--- src/rtl/btn_pkg.sv ---
// Shared constants for the push-button conditioning path.
package btn_pkg;

  localparam int BTN_DEBOUNCE_DEFAULT = 16;
  localparam int BTN_SYNC_STAGES      = 2;

endpackage

--- src/rtl/btn_debounce.sv ---
// One button channel: two-flop synchroniser, debounce counter, accepted level.
// rise/fall are combinational strobes on the edge where the level changes.
module btn_debounce
  import btn_pkg::*;
#(
  parameter int DEBOUNCE_CYCLES = BTN_DEBOUNCE_DEFAULT,
  parameter int CNT_W           = $clog2(DEBOUNCE_CYCLES)
) (
  input  logic clk,
  input  logic rst_n,
  input  logic raw,
  output logic level,
  output logic rise,
  output logic fall
);

  localparam logic [CNT_W-1:0] CNT_MAX = CNT_W'(DEBOUNCE_CYCLES - 1);

  logic [BTN_SYNC_STAGES-1:0] sync_q, sync_d;
  logic                       stable_q, stable_d;
  logic [CNT_W-1:0]           cnt_q, cnt_d;
  logic                       in_s;
  logic                       accept;

  assign in_s   = sync_q[BTN_SYNC_STAGES-1];
  assign accept = (in_s != stable_q) && (cnt_q == CNT_MAX);

  always_comb begin
    sync_d   = {sync_q[BTN_SYNC_STAGES-2:0], raw};
    stable_d = stable_q;
    cnt_d    = cnt_q + CNT_W'(1);
    if (in_s == stable_q) begin
      cnt_d = '0;
    end else if (accept) begin
      stable_d = in_s;
      cnt_d    = '0;
    end
  end

  always_ff @(posedge clk or negedge rst_n) begin
    if (!rst_n) begin
      sync_q   <= '0;
      stable_q <= 1'b0;
      cnt_q    <= '0;
    end else begin
      sync_q   <= sync_d;
      stable_q <= stable_d;
      cnt_q    <= cnt_d;
    end
  end

  assign level = stable_q;
  assign rise  = accept & in_s;
  assign fall  = accept & ~in_s;

endmodule

--- src/rtl/btn_conditioner.sv ---
// Pause/restart button conditioner feeding the sequencing FSM.
// BTN_PAUSE_TOGGLE_EN selects toggle-latch pause; otherwise hold-to-pause.
module btn_conditioner
  import btn_pkg::*;
#(
  parameter int DEBOUNCE_CYCLES = BTN_DEBOUNCE_DEFAULT,
  parameter int CNT_W           = $clog2(DEBOUNCE_CYCLES)
) (
  input  logic clk,
  input  logic rst_n,
  input  logic btn_pause_raw,
  input  logic btn_restart_raw,
  output logic pause,
  output logic restart,
  output logic pause_clean
);

  logic p_level, p_rise, p_fall;
  logic r_level, r_rise, r_fall;
  logic pause_q, pause_d;
  logic restart_q, restart_d;

  btn_debounce #(
    .DEBOUNCE_CYCLES(DEBOUNCE_CYCLES),
    .CNT_W          (CNT_W)
  ) u_pause (
    .clk  (clk),
    .rst_n(rst_n),
    .raw  (btn_pause_raw),
    .level(p_level),
    .rise (p_rise),
    .fall (p_fall)
  );

  btn_debounce #(
    .DEBOUNCE_CYCLES(DEBOUNCE_CYCLES),
    .CNT_W          (CNT_W)
  ) u_restart (
    .clk  (clk),
    .rst_n(rst_n),
    .raw  (btn_restart_raw),
    .level(r_level),
    .rise (r_rise),
    .fall (r_fall)
  );

  always_comb begin
    restart_d = r_rise;
    pause_d   = pause_q;
`ifdef BTN_PAUSE_TOGGLE_EN
    // restart wins over a same-edge pause toggle
    if (r_rise) begin
      pause_d = 1'b0;
    end else if (p_rise) begin
      pause_d = ~pause_q;
    end
`else
    if (p_rise) begin
      pause_d = 1'b1;
    end else if (p_fall) begin
      pause_d = 1'b0;
    end
`endif
  end

  always_ff @(posedge clk or negedge rst_n) begin
    if (!rst_n) begin
      pause_q   <= 1'b0;
      restart_q <= 1'b0;
    end else begin
      pause_q   <= pause_d;
      restart_q <= restart_d;
    end
  end

  assign pause       = pause_q;
  assign restart     = restart_q;
  assign pause_clean = p_level;

endmodule

--- config.mk ---
export PLATFORM = sky130hd
export DESIGN_NAME = btn_conditioner
export DESIGN_NICKNAME = d
export VERILOG_FILES = /design/src/rtl/btn_pkg.sv /design/src/rtl/btn_debounce.sv /design/src/rtl/btn_conditioner.sv
export SDC_FILE = /design/constraint.sdc
export NUM_CORES = 1
export LEC_CHECK = 0
export BUFFER_PORTS_ARGS = -buffer_cell sky130_fd_sc_hd__buf_2
export CAP_MARGIN = 40
export CORE_MARGIN = 2
export CORE_UTILIZATION = 47
export CTS_CLUSTER_DIAMETER = 30
export DETAILED_ROUTE_END_ITERATION = 12
export PLACE_DENSITY = 0.75
export SYNTH_ARGS = -nofsm -noshare
export SYNTH_HDL_FRONTEND = slang
export SYNTH_SLANG_ARGS = --single-unit
export TNS_END_PERCENT = 100
--- constraint.sdc ---
create_clock -name clk -period 1.2 [get_ports clk]
set_input_delay 0 -clock clk [delete_from_list [all_inputs] [get_ports clk]]
set_output_delay 0 -clock clk [all_outputs]
set_load 0.01 [all_outputs]
==> results.json <==
{
  "run_status": "finished clean",
  "cts_buffers": 3,
  "synth_edf_count": 0,
  "cp.arrival_ns": 1.32,
  "ir_drop_v": 0.000898,
  "end_kind": "flop",
  "clock_latency_ns": 0.28,
  "core_um2": 1270,
  "drc": 0,
  "clock_path_buffers": 2,
  "netlist_instances": 49,
  "p_leak_nw": 0.356,
  "fin_tns_setup_ns": 0,
  "wl_um": 962,
  "io_pins": 7,
  "r2r_cells": 3,
  "grt_antenna_before_repair": 0,
  "worstReg2RegEnd": "u_restart.level",
  "syn_avg_cell_area_um2": 12.7,
  "r2r_setup_slack_ns": 0.06,
  "dpl.hpwl_um": 669,
  "cp_slowest_cell": "dfrtp_1",
  "start_util_pct": 49.1,
  "dr_total_vias": 391,
  "die_w_um": 40.4,
  "drt_iter0_markers": 6,
  "design.die.area_um2": 1630,
  "drtAntennaViolNets": 0,
  "start_kind": "flop",
  "synth_seq_cells": 16,
  "synth_flop_cell": "dfrtp_1",
  "synth_area_leaders": "dfrtp_1 64%, xnor2_1 5.6%, a21oi_1 4.8%",
  "areaGrowthSynthToFinish_pct": 23.3,
  "power_per_cell_area_nw_per_um2": 1310,
  "synth_cell_types": 17,
  "syn-num-nets": 55,
  "drive_above_1_share_pct": 27.7,
  "nNetsFinal": 72,
  "grt_pass1_wl_um": 1590,
  "drtPass1Iterations": 3,
  "io_buffers": 6,
  "fin_crit_sh_pct": 95.3,
  "finalSetupViolCount": 0,
  "async_flop_share_pct": 100,
  "instances_no_fill": 80,
  "dp_cells": 72,
  "reg2reg_from": "u_restart.cnt_q[1]",
  "fin_crit_ns": 1.14,
  "rsz0062_at_grt": "no",
  "path_max_fanout": 3,
  "clock_sinks": 16,
  "syn-cell-area_um2": 623,
  "yosysMostFrequentCell": "dfrtp_1",
  "grt_usage_pct": 16.2,
  "finalClockSkew_ns": 0.00335,
  "synth_top_area_share_pct": 64.3,
  "hold_violations": 0,
  "cp-startpoint": "u_restart.cnt_q[1]",
  "yosysTopAreaCell": "dfrtp_1",
  "finalMaxSlewViolations": 0,
  "max_freq_ghz": 0.874,
  "htreeDepth": 1,
  "path_class": "flop to flop",
  "antenna_cells": 0,
  "gp_congestion": 0.738,
  "drv_cap": 0,
  "relSlewSlack_pct": 73.2,
  "die_y_um": 40.4,
  "first_global_vias": 387,
  "hp-class": "primary input to async pin",
  "gr-total-overflow": 0,
  "cp_slowest_stage_delay_ns": 0.41,
  "wl_per_cell_um": 12.0,
  "path_cells": "ha_1 -> nand3_2 -> mux2_4",
  "root_buffer": "clkbuf_4",
  "grt_max_degree": 17,
  "row_count": 13,
  "whs_ns": 0.141,
  "worstMarginPinSlew_ns": 0.399,
  "clkTransAtPathRegs_ns": 0.09,
  "via_per_inst": 4.89,
  "netlist_top_cells_count": "16 x dfrtp_1, 6 x a21oi_1, 4 x xnor2_1",
  "required_ns": 1.38,
  "ys_warn_count": 0,
  "tritoncts": "done",
  "yosysSeqAreaShare_pct": 64.3
}
==> worst max-delay path: cells and delay by family, from the launching register on <==
family        cells  cell delay, ns
fa+ha+maj         1            0.23
simple gates      1            0.10
flops             1            0.41
mux               1            0.30
==> report_power, final <==
group | leakage (nW) | switching [W] | internal, W
sequential | 0.209 | 0.0000195 | 0.000562
combinational | 0.126 | 0.0000359 | 0.0000426
clock | 0.0210 | 0.000161 | 0.000185
total | 0.356 | 0.000217 | 0.000789
==> per-layer routing <==
layer | routed length (um) | global-route usage, % | vias to the layer above
met2 | 450 | 25.8 | 7
met3 | 46 | 10.0 | 0
met1 | 465 | 17.9 | 184
met4 | 0 | 5.00 | 0
met5 | 0 | 0 | -
li1 | - | - | 200
==> registers in the layout (all words and copies together), names as in the netlist <==
register / count
restart: 1
u_pause.sync_q: 2
u_restart.level: 1
u_pause.level: 1
u_restart.cnt_q: 4
u_restart.sync_q: 2
pause: 1
u_pause.cnt_q: 4
==> cell families after synthesis <==
group                    synth area share (%)
AO/OA/AOI/OAI                            7.23
XOR/XNOR                                 5.62
adder cells (fa/ha/maj)                  4.02
buffers and inverters                    1.21
flip-flops                               64.3
multiplexers                             2.41
AND/OR/NAND/NOR                          15.3
==> timing repair <==
| action | in CTS | in global routing |
|---|---|---|
| resized for setup | 0 | 2 |
| endpoints found under the setup margin | 0 | 3 |
| hold endpoints to repair | 18 | 0 |
| hold buffers | 3 | 0 |
| buffers inserted | 0 | 1 |
==> how the worst max path moves through the flow <==
| stage | endpoint | slack, ns | cells past startpoint |
|---|---|---|---|
| floorplan | pause | 0.07 | 4 |
| global placement | pause | 0.07 | 4 |
| detailed placement | pause | 0.03 | 4 |
| CTS | pause | 0.005 | 4 |
| global route | u_restart.level | 0.008 | 3 |
| finish | u_restart.level | 0.06 | 3 |
==> through the flow <==
| step | setup WS, ns | area [um2] | total power, W | utilization, % |
|---|---|---|---|---|
| 6_report | 0.0558 | 768 | 0.00101 | 60.6 |
| 5_1_grt | 0.00824 | 768 | 0.00105 | 60.6 |
| 4_1_cts | 0.00510 | 753 | 0.00101 | 59.4 |
| 3_5_place_dp | 0.0297 | 687 | 0.000657 | 54.1 |
| 3_3_place_gp | 0.0742 | 687 | 0.000653 | 54.1 |
| 2_1_floorplan | 0.0681 | 623 | 0.000624 | - |
==> cell type report <==
class	count	area (um2)
inverters	2	7.51
flip-flops and latches	16	400
clock buffers	4	36.3
repair buffers	12	82.6
well taps	15	18.8
multi-input cells	31	223
fillers	110	500
==> placed cells by master, fill, tap and decap left out, types with 2 or more instances in the layout <==
master and n:
dlygate4sd3_1 3, clkbuf_4 3, buf_2 6, o21ai_0 3, dfrtp_1 16, nand4b_1 2, nor2b_1 2, inv_1 2
xnor2_1 4, a21oi_1 6, nor2_1 2, buf_4 3, nand2_1 3
Power figures use the tool's default switching activity.
